File: src/rtl/rr_mux_arbiter.sv
// rr_mux_arbiter: four requesters share one output channel through a round-robin
// arbiter. A 2-bit select drives a 4:1 data mux. The winning beat is captured in a
// one-entry output register.
// Optional feature macro: ARB_GRANT_CNT_EN. It adds the cnt_clr input, the grant_cnt
// output and the CNT_W parameter: one saturating grant counter per requester.
module rr_mux_arbiter #(
    parameter int W = 8
`ifdef ARB_GRANT_CNT_EN
    ,
    parameter int CNT_W = 8
`endif
) (
    input  logic               clk,
    input  logic               rst,
    input  logic [3:0]         in_valid,
    input  logic [4*W-1:0]     in_data,
    output logic [3:0]         in_ready,
    output logic               out_valid,
    output logic [W-1:0]       out_data,
    output logic [1:0]         out_src,
    input  logic               out_ready,
    output logic [1:0]         mux_sel
`ifdef ARB_GRANT_CNT_EN
    ,
    input  logic               cnt_clr,
    output logic [4*CNT_W-1:0] grant_cnt
`endif
);

    // Handshake rules, on every channel: a beat moves when valid and ready are both
    // high at a rising clk edge. in_ready depends only on in_valid, out_ready and
    // internal state, never on data. At most one in_ready bit is high in any cycle.
    // The winner is recomputed every cycle, so a requester may drop valid freely.

    logic [1:0]   rr_ptr;
    logic [1:0]   win;
    logic [1:0]   idx;
    logic         any_valid;
    logic         can_load;
    logic         transfer;
    logic [W-1:0] sel_data;

    assign any_valid = |in_valid;
    assign can_load  = !out_valid || out_ready;

    // Winner search. Scan from the lowest-priority slot to the highest, so the valid
    // index nearest rr_ptr is the last one written and therefore wins.
    always_comb begin
        win = 2'd0;
        idx = 2'd0;
        for (int k = 3; k >= 0; k--) begin
            idx = rr_ptr + 2'(k);
            if (in_valid[idx]) begin
                win = idx;
            end
        end
    end

    assign mux_sel = any_valid ? win : 2'd0;

    // 4:1 data selection, steered by the arbiter's select.
    always_comb begin
        sel_data = in_data[0 +: W];
        case (mux_sel)
            2'd0:    sel_data = in_data[0*W +: W];
            2'd1:    sel_data = in_data[1*W +: W];
            2'd2:    sel_data = in_data[2*W +: W];
            default: sel_data = in_data[3*W +: W];
        endcase
    end

    // Grant is one-hot on the winner when the output register can take a beat.
    // Held at 0 while reset is asserted.
    always_comb begin
        in_ready = 4'b0000;
        if (!rst && any_valid && can_load) begin
            in_ready = 4'b0001 << mux_sel;
        end
    end

    assign transfer = |in_ready;

    // Output register and priority pointer. A load wins over a drain, so a beat that
    // drains and reloads in the same cycle leaves no bubble.
    always_ff @(posedge clk) begin
        if (rst) begin
            out_valid <= 1'b0;
            out_data  <= '0;
            out_src   <= 2'd0;
            rr_ptr    <= 2'd0;
        end else if (transfer) begin
            out_valid <= 1'b1;
            out_data  <= sel_data;
            out_src   <= mux_sel;
            rr_ptr    <= mux_sel + 2'd1;
        end else if (out_ready) begin
            out_valid <= 1'b0;
        end
    end

`ifdef ARB_GRANT_CNT_EN
    logic [CNT_W-1:0] cnt_q [4];

    for (genvar i = 0; i < 4; i++) begin : g_cnt
        // Per-requester grant counter. It saturates at all-ones, and a clear wins
        // over a same-cycle increment.
        always_ff @(posedge clk) begin
            if (rst || cnt_clr) begin
                cnt_q[i] <= '0;
            end else if (in_ready[i] && (cnt_q[i] != {CNT_W{1'b1}})) begin
                cnt_q[i] <= cnt_q[i] + CNT_W'(1);
            end
        end
        assign grant_cnt[i*CNT_W +: CNT_W] = cnt_q[i];
    end
`endif

endmodule

File: config.mk
export PLATFORM = sky130hd
export DESIGN_NAME = rr_mux_arbiter
export DESIGN_NICKNAME = d
export VERILOG_FILES = /design/src/rtl/rr_mux_arbiter.sv
export SDC_FILE = /design/constraint.sdc
export NUM_CORES = 1
export LEC_CHECK = 0
export CORE_ASPECT_RATIO = 1.75
export CORE_UTILIZATION = 33
export DETAILED_ROUTE_END_ITERATION = 10
export GPL_ROUTABILITY_DRIVEN = 0
export PLACE_DENSITY = 0.86
export SYNTH_ARGS = -nofsm -noshare
export SYNTH_HDL_FRONTEND = slang
export SYNTH_SLANG_ARGS = --single-unit
File: constraint.sdc
create_clock -name clk -period 2.4 [get_ports clk]
set_input_delay 0.48 -clock clk [delete_from_list [all_inputs] [get_ports clk]]
set_output_delay 0.48 -clock clk [all_outputs]
set_load 0.02 [all_outputs]
### After elaboration in Yosys (flattened, before gate mapping)

Cells that the tools add are included.
W data, S select, Z words.

| operators by class | value |
|---|---|
| add/sub/neg operators | 4 |
| multipliers | 0 |
| divide/modulo/power cells | 0 |
| $lt $le $gt $ge | 4 |
| equal/unequal tests | 2 |
| shift-type cells | 1 |
| multiplexer cells | 17 |
| bitwise operators | 0 |
| reduce and logical (&&, ||, !) cells | 9 |

Operator list:

| kind | number |
|---|---|
| $pmux W8 S3 | 1 |
| $lt A2 B3 Y1 const B | 4 |
| $mux W2 | 5 |
| $bmux W1 S2 | 4 |
| $reduce_or A4 Y1 | 2 |
| $mux W1 | 6 |
| $add A2 B1 Y2 const B | 2 |
| $add A2 B2 Y2 const B | 2 |
| $mux W4 | 1 |
| $shl A1 B2 Y4 const A | 1 |
| $eq A2 B1 Y1 const B | 1 |
| $eq A2 B2 Y1 const B | 1 |
| $logic_and A1 B1 Y1 | 2 |
| $logic_not A1 Y1 | 2 |
| $logic_not A2 Y1 | 1 |
| $reduce_bool A2 Y1 | 1 |
| $logic_or A1 B1 Y1 | 1 |

| word-level totals | value |
|---|---|
| flip-flop bits (word level) | 13 |
| bits in latches | 0 |
| bits in writable memories | 0 |
| bits in read-only memories | 0 |
| output and inout bits | 17 |
| memories | 0 |

### Depth between registers and ports, before layout

Gate-level depths: netlist of run 1.

| logic depth | value |
|---|---|
| word-level depth | 12 |
| depth in mapped cells | 12 |
| mapped depth without buffers | 9 |

### Worst setup path before layout of run 1

Ideal clock, no wire load.

| path | value |
|---|---|
| kind | register -> register |
| start point | register rr_ptr[1] |
| end point | register out_data[7] |
| arrival time | 2.929 ns |
| data required time | 2.256 ns |
| path slack | -0.674 ns |
| cell stages (with the launch flop) | 13 |
| buffers on the path | 3 |
| path through | dfxtp_1 clkbuf_2 mux2i_1 nor2_1 nor3_1 inv_1 ha_1 buf_6 or4_4 and4_4 buf_6 o211ai_2 a21oi_1 |

| on the way | value |
|---|---|
| word-level cells in the longest chain between the ends | 11 |
| elaborated cells between the ends (all ways) | 23 |
| those cells by class | 3 x add/sub; 2 x eq/ne; 1 x shift; 15 x mux; 2 x reduce/logical |

RTL lines:

| what | line | RTL |
|---|---|---|
| start, declared | 35 | `logic [1:0] rr_ptr;` |
| start signal, assigned | 95 | `rr_ptr <= mux_sel + 2'd1;` |
| $add A2 B2 Y2 | 52 | `idx = rr_ptr + 2'(k);` |
| $bmux W1 S2 | 53 | `if (in_valid[idx]) begin` |
| $mux W1 (implied by the code) | 53 |  |
| $mux W2 (3 in a row) | 53 |  |
| $mux W2 * | 53 |  |
| $mux W2 * | 59 | `assign mux_sel = any_valid ? win : 2'd0;` |
| net mux_sel[0] | 22 | `output logic [1:0] mux_sel` |
| $shl A1 B2 Y4 | 77 | `in_ready = 4'b0001 << mux_sel;` |
| $mux W4 | 76 | `if (!rst && any_valid && can_load) begin` |
| $reduce_or A4 Y1 | 81 | `assign transfer = \|in_ready;` |
| end signal, assigned | 93 | `out_data <= sel_data;` |
| end, declared | 19 | `output logic [W-1:0] out_data,` |

Mark *: on every way through the listed nets, which the timed path passes. The rest lies on a longest branch. The select of a mux whose other input is x is not followed.
A chain may end at the register's enable or synchronous reset.

### Final worst setup path of run 1

| path | value |
|---|---|
| start point | register rr_ptr[1] |
| end point | register out_data[4] |

| on the way | value |
|---|---|
| word-level cells in the longest chain between the ends | 11 |
| elaborated cells between the ends (all ways) | 23 |
| those cells by class | 3 x add/sub; 2 x eq/ne; 1 x shift; 15 x mux; 2 x reduce/logical |

RTL lines:

| what | line |
|---|---|
| $add A2 B2 Y2 | 52 |
| $bmux W1 S2 | 53 |
| $mux W1 (implied by the code) | 53 |
| $mux W2 (3 in a row) | 53 |
| $mux W2 * | 53 |
| $mux W2 * | 59 |
| $shl A1 B2 Y4 | 77 |
| $mux W4 | 76 |
| $reduce_or A4 Y1 | 81 |

Every way passes the cells marked *; elsewhere a longest branch is shown, timed or not. The select of a mux whose other input is x is not followed.

==> impl_metrics.ini, run 1 <==
[outcome]
status = completed

[cts]
root_buffer = clkbuf_8
cts_max_path_buffers = 2
cts_tree = done
cts_hold_buf = 0
clock-sinks = 13
htree_levels = 1
clk_pin_slew_ns = 0.05
worst_skew_pair.late_latency_ns = 0.24
cts_made_buffers = 3

[die]
fp.dieArea_um2 = 3020
design.core.area_um2 = 2690
die_h_um = 71.9
rows = 25
die_w_um = 42.0
initial_core_util_pct = 34.3
io_pins = 56

[grt]
antenna_found_initial = 0
grt_start_max_net_pins = 17
grt_pass1_wl_um = 4860
grt.overflow.total = 0
grt.total_usage_pct = 20.3
grt_pass1_vias = 1138

[route]
drc = 0
met2_length_um = 1710
antenna_left = 0
dr.max_layer_used = met4
vias = 1089
routedWlPerCell_um = 14.7
wl_met3_um = 103
wl_met1_um = 1130
detail_route.vias_per_cell = 5.34
drt_iter0_drc = 46
wl_um = 3000
drtPass1Iterations = 5

[layout]
stdcell_count = 204
antenna_cells = 0
final_cell_mix = clkdlybuf4s50_1 (45), nand2_1 (20), buf_4 (20), dfxtp_1 (12), a21oi_2 (11)
drive_gt1_share_pct = 40.1
final_common_cell = clkdlybuf4s50_1
area_delta_synth_final_pct = 87.7
final_core_util_pct = 64.3
layout.nets = 222

[pwr]
ir_worst_vdd_mv = 0.301
power.density_nw_per_um2 = 591
total_power_mw = 1.02
p_leak_nw = 0.707

[place]
port_buffers = 55
dp_hpwl_um = 2300
dp_slack_ns = -0.681
placedCellCount = 195

[critical_path]
crit_fanout = 10
crit_required_ns = 2.53
endpoint_kind = register
cp-start-kind = register
crit_arrival_ns = 2.41
reg2regPathDepth = 10
worstSetupPathType = reg -> reg

[synthesis]
ys_warn_count = 0
avgSynthCellArea_um2 = 9.04
synth_cell_type_count = 29
synth_flop_cell = dfxtp_1
yosysSeqAreaShare_pct = 28.2
synth_fp_nets = 146
synth_area_um2 = 922
syn_inst = 102
async_reset_ff_share_pct = 0
synth.area.top_cells = dfxtp_1 (28%), o211ai_2 (11%), a222oi_1 (8.7%)
synth_top_area_share_pct = 28.2
synth_edf_count = 0
synth-seq-cells = 13
yosysTopAreaCell = dfxtp_1

[hold_path]
hold_class = reg -> reg
worstHoldPathCells = 2

[sta]
setup_tns_ns = 0
period_share_pct = 95.0
finalMaxSlewViolations = 0
post-route-min-period_ns = 2.28
fmax_ghz = 0.439
tightest_slew_ns = 0.384
setup_viol = 0
hold_viol_final = 0
setup_slack_ns = 0.120
finalClockSkew_ns = 0.000283
relSlewSlack_pct = 74.2

[run]
cap_viol_max_count = 0
[power breakdown]
part	switching, mW	internal [mW]
sequential	0.0193	0.249
clock	0.0745	0.117
combinational	0.272	0.292
[logic make-up after synthesis]
kind of cell	synth area share, %
mux	1.09
flops	28.2
simple gates	19.5
fa+ha+maj	6.78
buf+inv	8.68
compound gates	35.7
[synth_stat cells (all sizes together), types with 2 or more instances]
library cell	number
nand2	20
a21oi	14
dfxtp	13
a222oi	8
o211ai	8
buf	5
ha	5
inv	5
and2	4
clkbuf	3
nand2b	2
nor2	2
or4	2
[routing by layer]
| metal | GRT usage [%] | vias to the layer above |
|---|---|---|
| li1 | - | 532 |
| met1 | 21.9 | 516 |
| met2 | 38.2 | 37 |
| met3 | 0.746 | 4 |
| met4 | 11.8 | 0 |
| met5 | 0 | - |
[worst max-delay path, cell delays in order, from the launching register on]
cell and delay (ns):
dfxtp_2 0.35, nand2b_1 0.16, a21oi_2 0.20, nor3_4 0.07, buf_4 0.15, ha_1 0.21
buf_4 0.17, or4_4 0.45, and4_4 0.23, o211ai_2 0.09, a21oi_2 0.08
[per-stage QoR]
step / instance area, um2 / hold WS [ns]
2_1_floorplan: 960 / 0.478
3_3_place_gp: 1620 / 0.443
3_5_place_dp: 1620 / 0.448
4_1_cts: 1730 / 0.459
5_1_grt: 1730 / 0.486
6_report: 1730 / 0.463
[state kept, by name (all words and copies together) (netlist names)]
| register | flops |
|---|---|
| out_data | 8 |
| rr_ptr | 2 |
| out_valid | 1 |
| out_src | 2 |
[layout make-up]
| class | count | area (um2) |
|---|---|---|
| well taps | 27 | 33.8 |
| repair buffers | 79 | 718 |
| clock buffers | 4 | 45.0 |
| multi-input cells | 76 | 653 |
| flip-flops and latches | 13 | 262 |
| inverters | 5 | 18.8 |
| fillers | 215 | 960 |
[repair_timing]
action / CTS / global route
gates cloned: 1 / 0
pin swaps: 6 / 5
endpoints found under the setup margin: 19 / 15
gates resized for setup: 34 / 11
buffers inserted: 2 / 2
[final timing paths]
check / slack (ns) / endpoint / start
worst min-delay path: 0.46 / out_data[5] / out_data[5]
worst min register to register: 0.46 / out_data[5] / out_data[5]
worst max-delay path: 0.12 / out_data[4] / rr_ptr[1]
worst max register to register: 0.12 / out_data[4] / rr_ptr[1]
Power figures use the tool's default switching activity.
==> run 2, diff against run 1 <==
--- a/config.mk
+++ b/config.mk
@@ -6,10 +6,10 @@
 export NUM_CORES = 1
 export LEC_CHECK = 0
 export CORE_ASPECT_RATIO = 1.75
-export CORE_UTILIZATION = 33
+export CORE_UTILIZATION = 30
 export DETAILED_ROUTE_END_ITERATION = 10
 export GPL_ROUTABILITY_DRIVEN = 0
-export PLACE_DENSITY = 0.86
+export PLACE_DENSITY = 0.81
 export SYNTH_ARGS = -nofsm -noshare
 export SYNTH_HDL_FRONTEND = slang
 export SYNTH_SLANG_ARGS = --single-unit
==> run 2 against run 1 <==
The run now ends with DRC left. Utilization decreased by 3.3 points. Final cell count increased by 0.98%. Clock skew increased by 0.0058 ns. Maximum frequency decreased by 0.32%. Clock-buffer cell count unchanged. Via count increased by 5.9%. Register-to-register slack improved by 0.02 ns. Critical path type is now in -> reg.
==> impl_metrics.ini, run 2 (synthesized netlist as in run 1, its figures left out) <==
[outcome]
status = complete, but fails checks
violations = DRC

[sta]
fin_hold_ws_ns = 0.456
rsz0062_at_grt = no
relSlewSlack_pct = 79.2
post-route-min-period_ns = 2.29
finalClockSkew_ns = 0.00606
fmax_ghz = 0.437
finalMaxSlewViolations = 0
tightest_slew_ns = 0.312
hold_viol_final = 0
period_share_pct = 95.3
setup_tns_ns = 0
setup_viol = 0

[route]
detail_route.vias_per_cell = 5.60
antenna_left = 0
wl_um = 3410
drtPass1Iterations = 10
vias = 1153
drc = 7
drt_iter0_drc = 41
routedWlPerCell_um = 16.5

[layout]
stdcell_count = 206
final_common_cell = clkdlybuf4s50_1
final_core_util_pct = 61.0
final_cell_area_um2 = 1790
reg_top3 = out_data x8, out_src x2, rr_ptr x2
drive_gt1_share_pct = 42.7
final_cell_mix = clkdlybuf4s50_1 (45), nand2_1 (20), buf_4 (20), dfxtp_1 (11), a21oi_2 (9)
antenna_cells = 0
regMostFlops = out_data
layout.nets = 223
area_delta_synth_final_pct = 93.6
largest_reg_flops = 8

[cts]
clock-sinks = 13
cts_made_buffers = 3
cts_hold_buf = 0
clk_pin_slew_ns = 0.05
cts_tree = done
root_buffer = clkbuf_8
worst_skew_pair.late_latency_ns = 0.24
htree_levels = 1
cts_max_path_buffers = 2

[critical_path]
worstSetupPathType = in -> reg
endpoint_kind = register
reg2regPathDepth = 10
crit_fanout = 5
r2r_slack_ns = 0.14
crit_arrival_ns = 2.46
crit_required_ns = 2.57
cp-start-kind = input pin

[pwr]
power.density_nw_per_um2 = 593
ir_worst_vdd_mv = 0.356
p_leak_nw = 0.720

[die]
initial_core_util_pct = 31.5
rows = 26
design.core.area_um2 = 2930
die_h_um = 75.3
die_w_um = 43.9
io_pins = 56
fp.dieArea_um2 = 3310

[place]
port_buffers = 55
dp_hpwl_um = 2610
placedCellCount = 199
placed_cell_area_um2 = 1650

[grt]
grt_start_max_net_pins = 17
grt_pass1_wl_um = 5360
grt.total_usage_pct = 22.2
grt.overflow.total = 0
grt_pass1_vias = 1190
antenna_found_initial = 0

[hold_path]
hold_class = reg -> reg
worstHoldPathCells = 2

[run]
cap_viol_max_count = 0
==> run 2: changes by cell type in the layout (fill, tap and decap cells not counted), sizes merged <==
| cell | change |
|---|---|
| and4 | +1 |
| buf | -1 |
| clkbuf | +1 |
==> run 2: final timing paths <==
path                                   from           to
worst max register to register    rr_ptr[1]  out_data[2]
worst min-delay path            out_data[7]  out_data[7]
worst max-delay path            in_valid[0]  out_data[2]
worst min register to register  out_data[7]  out_data[7]
==> run 2: layout make-up <==
cell class | instances | area (um2)
tap | 28 | 35.0
timing repair buffer | 79 | 721
inverter | 5 | 18.8
fill | 260 | 1140
clock buffer | 4 | 45.0
sequential | 13 | 265
multi-input combinational | 77 | 701
==> run 2: where the power goes <==
part	switching [mW]	total, mW	internal, mW
combinational	0.290	0.595	0.305
sequential	0.0189	0.268	0.250
clock	0.0773	0.194	0.117
total	0.386	1.06	0.672
==> run 2: worst max-delay path, cell delays in order <==
cell      delay (ns)
clkbuf_4        0.16
a21oi_1         0.07
o21a_1          0.21
o22ai_4         0.21
inv_2           0.09
ha_1            0.20
or4_4           0.57
nand4_4         0.13
buf_6           0.13
nand2_1         0.06
a21oi_2         0.14
==> run 2: per-layer routing <==
metal,wire (um),global-route usage [%],up-vias
li1,-,-,537
met1,1110,20.5,545
met2,1900,43.4,58
met3,224,4.50,13
met4,170,12.5,0
met5,0,0,-
==> run 2: metrics by stage <==
stage / worst slack, ns / total power, mW
final: 0.112 / 1.06
after floorplan: -0.108 / 0.579
after global placement: -0.567 / 0.797
after detailed placement: -0.655 / 0.812
after global routing: 0.00620 / 1.12
after CTS: 0.00613 / 1.04
==> run 2: what timing repair did <==
action / CTS / global route
pin swaps: 4 / 5
buffers inserted: 2 / 1
gates resized for setup: 35 / 21
endpoints found under the setup margin: 19 / 17
endpoints found under the hold margin: 0 / 0
gates cloned: 1 / 0
